### config.mk
export PLATFORM = sky130hd
export DESIGN_NAME = dff_share_arbiter
export DESIGN_NICKNAME = d
export VERILOG_FILES = /design/src/rtl/dff_share_arbiter.sv
export SDC_FILE = /design/constraint.sdc
export NUM_CORES = 1
export LEC_CHECK = 0
export ABC_AREA = 1
export CAP_MARGIN = 25
export CORE_UTILIZATION = 48
export CTS_CLUSTER_DIAMETER = 60
export DETAILED_ROUTE_END_ITERATION = 10
export PLACE_DENSITY = 0.87
export SLEW_MARGIN = 10
export SYNTH_ARGS = -nofsm -noshare
export SYNTH_HDL_FRONTEND = slang
export SYNTH_SLANG_ARGS = --single-unit
### constraint.sdc
create_clock -name CLK -period 2.7 [get_ports CLK]
set_input_delay 0.405 -clock CLK [delete_from_list [all_inputs] [get_ports CLK]]
set_output_delay 0.405 -clock CLK [all_outputs]
set_load 0.02 [all_outputs]
### src/rtl/dff_share_arbiter.sv
// Round-robin write arbiter for one shared preset-to-ones, CE-gated register bank.
// Optional ARB_LOCK_EN: winner keeps priority for up to LOCK_MAX consecutive grants.
module dff_share_arbiter #(
  parameter int                 NREQ     = 4,
  parameter int                 WIDTH    = 8,
  parameter logic [WIDTH-1:0]   INIT     = {WIDTH{1'b1}},
  parameter int                 LOCK_MAX = 4
) (
  input  logic                   CLK,
  input  logic                   RESETN,
  input  logic                   PRESET,
  input  logic [NREQ-1:0]        REQ,
  input  logic [NREQ*WIDTH-1:0]  DIN,
  output logic [NREQ-1:0]        GNT,
  output logic                   CE,
  output logic [WIDTH-1:0]       Q,
  output logic [15:0]            GNT_CNT
);

  localparam int PW = (NREQ > 1) ? $clog2(NREQ) : 1;

  logic [PW-1:0] ptr;
  logic [PW-1:0] scan_w;
  logic [PW-1:0] win;
  logic [PW-1:0] next_ptr;
  logic          any_req;
  logic          found;
  int            scan_idx;

  assign any_req = |REQ;

  // First requester at or after ptr, wrapping modulo NREQ.
  always_comb begin
    found    = 1'b0;
    scan_w   = '0;
    scan_idx = 0;
    for (int k = 0; k < NREQ; k++) begin
      scan_idx = int'(ptr) + k;
      if (scan_idx >= NREQ) scan_idx = scan_idx - NREQ;
      if (!found && REQ[scan_idx]) begin
        found  = 1'b1;
        scan_w = PW'(scan_idx);
      end
    end
  end

`ifdef ARB_LOCK_EN
  logic [7:0]    lock_cnt;
  logic [PW-1:0] last_w;
  logic          locked;

  assign locked = (lock_cnt != 8'd0) && (int'(lock_cnt) < LOCK_MAX) && REQ[last_w];
  assign win    = locked ? last_w : scan_w;

  // A repeated winner only extends the run while it is still under LOCK_MAX.
  always_ff @(posedge CLK) begin
    if (!RESETN) begin
      lock_cnt <= 8'd0;
      last_w   <= '0;
    end else if (PRESET || !any_req) begin
      lock_cnt <= 8'd0;
    end else begin
      last_w <= win;
      if (locked) lock_cnt <= lock_cnt + 8'd1;
      else        lock_cnt <= 8'd1;
    end
  end
`else
  assign win = scan_w;
`endif

  assign next_ptr = (int'(win) == NREQ - 1) ? '0 : win + PW'(1);

  always_ff @(posedge CLK) begin
    if (!RESETN) begin
      Q       <= INIT;
      GNT     <= '0;
      CE      <= 1'b0;
      GNT_CNT <= 16'd0;
      ptr     <= '0;
    end else if (PRESET) begin
      Q   <= {WIDTH{1'b1}};
      GNT <= '0;
      CE  <= 1'b1;
    end else if (any_req) begin
      Q       <= DIN[int'(win)*WIDTH +: WIDTH];
      GNT     <= NREQ'(1) << win;
      CE      <= 1'b1;
      ptr     <= next_ptr;
      GNT_CNT <= (GNT_CNT == 16'hFFFF) ? GNT_CNT : GNT_CNT + 16'd1;
    end else begin
      GNT <= '0;
      CE  <= 1'b0;
    end
  end

endmodule
==> impl_metrics.tcl <==
set metrics [dict create \
    synth-compound-area-share_pct 8.29 \
    slew_viol_final 0 \
    netlist_area_um2 1890 \
    placed_area_um2 2570 \
    path_class "reg2reg" \
    vias_per_cell 5.14 \
    yosys-top-cells-area "dfxtp_1 33%, nand2_1 15%, nand3_1 14%" \
    drt-total-wl_mm 4.79 \
    whs_path_depth 2 \
    grt_overflow_total 0 \
    slew_headroom_pct 72.0 \
    synth-seq-area-share_pct 32.9 \
    cp.arrival_ns 2.30 \
    grt_pass1_wl_mm 8.07 \
    die_w_um 64.7 \
    min_period_over_period_pct 79.0 \
    nets 401 \
    cts_sinks 31 \
    critPathCapture "Q[5]" \
    finalInstanceArea_um2 2660 \
    synth_fp_nets 333 \
    clk_path_buf_depth 2 \
    maxCapViolCount 0 \
    synth-simple-area-share_pct 45.4 \
    synth_top_family_by_area "simple AND/OR/NAND/NOR gates" \
    hold_violations 0 \
    post-cts-setup-buffer-count 0 \
    cts.htree.levels 2 \
    antenna_cells 0 \
    ys_ff_latch 31 \
    route.detailed.drc 0 \
    max_freq_mhz 469 \
    worstHoldStart "GNT_CNT[2]" \
    synthCells 293 \
    clk-insertion-delay-late_ns 0.27 \
    worstPathRequired_ns 2.86 \
    multi_input_area_um2 1040 \
    area_growth_pct 41.0 \
    p_per_area_nw_per_um2 727 \
    setup_viol 0 \
    seqCellArea_um2 621 \
    clock_skew_ns 0.00451 \
    netlist.area_leader.share_pct 32.9 \
    synth_fa_ha_area_share_pct 0.664 \
    fp.dieH_um 64.7 \
    crit_start "ptr[0]" \
    crit_fanout 13 \
    r2r-start "ptr[0]" \
    core_um2 3720 \
    cts_root_buffer "clkbuf_8" \
    port_buffers 67 \
    grt_pass1_vias 1863 \
    hold_path_class "reg2reg" \
    finalSetupTns_ns 0 \
    final_layout_size_suffix_gt1_share_pct 7.73 \
    crit_path_end_kind "flip-flop" \
    vias 2109 \
    rsz0062_at_grt "false" \
    synthXorXnorAreaFrac_pct 0.929 \
    ir_drop_uv 483 \
    path_clk_slew_ns 0.06 \
    die_area_um2 4180 \
    nFillCells 317 \
    reg2reg_to "Q[5]" \
    hpwl_mm 3.77 \
    grtUsageTotal_pct 25.2 \
    drtIter0Drc 258 \
    ys_types 33 \
    cts_tree "built" \
    fp-row-count 22 \
    cts_buffers 5 \
    worstMarginPinSlew_ns 0.417 \
    reg2reg_depth 13 \
    avgRoutedWirePerCell_um 11.7 \
    hold_buffers 0 \
    r2r_slack_ns 0.57 \
    antenna_found_initial 0 \
    initial_core_util_pct 50.7 \
    post_cts_resized 0 \
    cp-start-kind "flip-flop" \
    detail_route.first_pass.iterations 4 \
    antenna_left 0 \
    io_pins 68 \
    synth.avg_cell_area_um2 6.44 \
    fin_crit_ns 2.13 \
    leakage_nw 1.20 \
    status "complete, no violations" \
    grt_max_degree 19 \
    place_congestion 0.917 \
    synthMuxAreaShare_pct 0 \
    synth_area_leader_cell "dfxtp_1" \
    synth_warnings 0 \
]
[worst max-delay path, cell delays in order (launching register included)]
cell,delay (ns)
dfxtp_1,0.57
inv_6,0.09
nand2_1,0.07
nand2_1,0.10
nand2_2,0.11
nand2_4,0.08
nor2_8,0.12
nand3_1,0.08
nand3_1,0.07
nand2_1,0.24
inv_2,0.23
nand3_1,0.09
nand3_1,0.09
nand2_1,0.06
[cell families after synthesis]
group / count (synthesis)
buffers and inverters: 51
flip-flops: 31
AO/OA/AOI/OAI: 30
XOR/XNOR: 2
AND/OR/NAND/NOR: 178
adder cells (fa/ha/maj): 1
[layout make-up]
type                       count  share of cell area, %
multi-input combinational    211                   39.2
timing repair buffer          69                   25.8
sequential                    31                   23.3
inverter                      43                   6.26
clock buffer                   5                   2.59
tap                           48                   2.26
clock inverter                 3                  0.565
[cells in the final DEF (no fill, tap or decap), drive strengths merged, types with 3 or more instances in the layout]
cell / n
clkinv: 3
nor2: 25
a21oi: 10
inv: 43
nand4: 4
clkbuf: 5
nor3: 10
o21ai: 17
dfxtp: 31
clkdlybuf4s50: 67
nand3: 52
nand2: 82
[flip-flops by register name, indices dropped and copies added (netlist names)]
| register | cells |
|---|---|
| CE | 1 |
| GNT | 4 |
| GNT_CNT | 16 |
| Q | 8 |
| ptr | 2 |
[power by group]
| group | leakage, nW | switching (mW) | internal (mW) | total, mW |
|---|---|---|---|---|
| clock network | 0.0477 | 0.165 | 0.176 | 0.341 |
| logic | 0.898 | 0.645 | 0.384 | 1.03 |
| registers | 0.253 | 0.0489 | 0.515 | 0.564 |
| total | 1.20 | 0.859 | 1.07 | 1.93 |
[worst min-delay path by stage]
| stage | to | slack, ns |
|---|---|---|
| detailed placement | GNT_CNT[2] | 0.48 |
| global placement | GNT_CNT[4] | 0.47 |
| floorplan | CE | 0.54 |
| finish | GNT_CNT[2] | 0.49 |
| global route | GNT_CNT[2] | 0.52 |
| CTS | GNT_CNT[2] | 0.49 |
[per-layer routing]
layer	track usage (%)	wire (um)	vias up	part of all wire (%)
met1	32.1	2170	927	45
met4	7.22	42	0	0.88
met2	41.8	2230	93	47
li1	-	-	1083	-
met3	6.16	352	6	7.4
met5	0	0	-	0
[through the flow]
| stage | std cells | hold slack (ns) | setup slack, ns | total power, mW | util, % |
|---|---|---|---|---|---|
| detailed placement | 402 | 0.480 | 0.303 | 1.60 | 69.3 |
| finish | 410 | 0.490 | 0.568 | 1.93 | 71.5 |
| CTS | 410 | 0.490 | 0.568 | 1.95 | 71.5 |
| global placement | 402 | 0.473 | 0.357 | 1.59 | 69.3 |
| global route | 410 | 0.517 | 0.293 | 2.09 | 71.5 |
| floorplan | 293 | 0.538 | 1.07 | 1.36 | - |
[synth_stat cells, drive strengths merged]
library cell  instances
o21a                  2
xnor2                 1
nor4                  1
dfxtp                31
a31oi                 1
nor2                 25
nand2                82
nand4                 4
and3                  1
buf                   6
xor2                  1
nor3                 10
inv                  43
ha                    1
and2                  1
nor3b                 2
o21ai                17
a21oi                10
clkbuf                2
nand3                52
(Power assumes the default switching activity.)
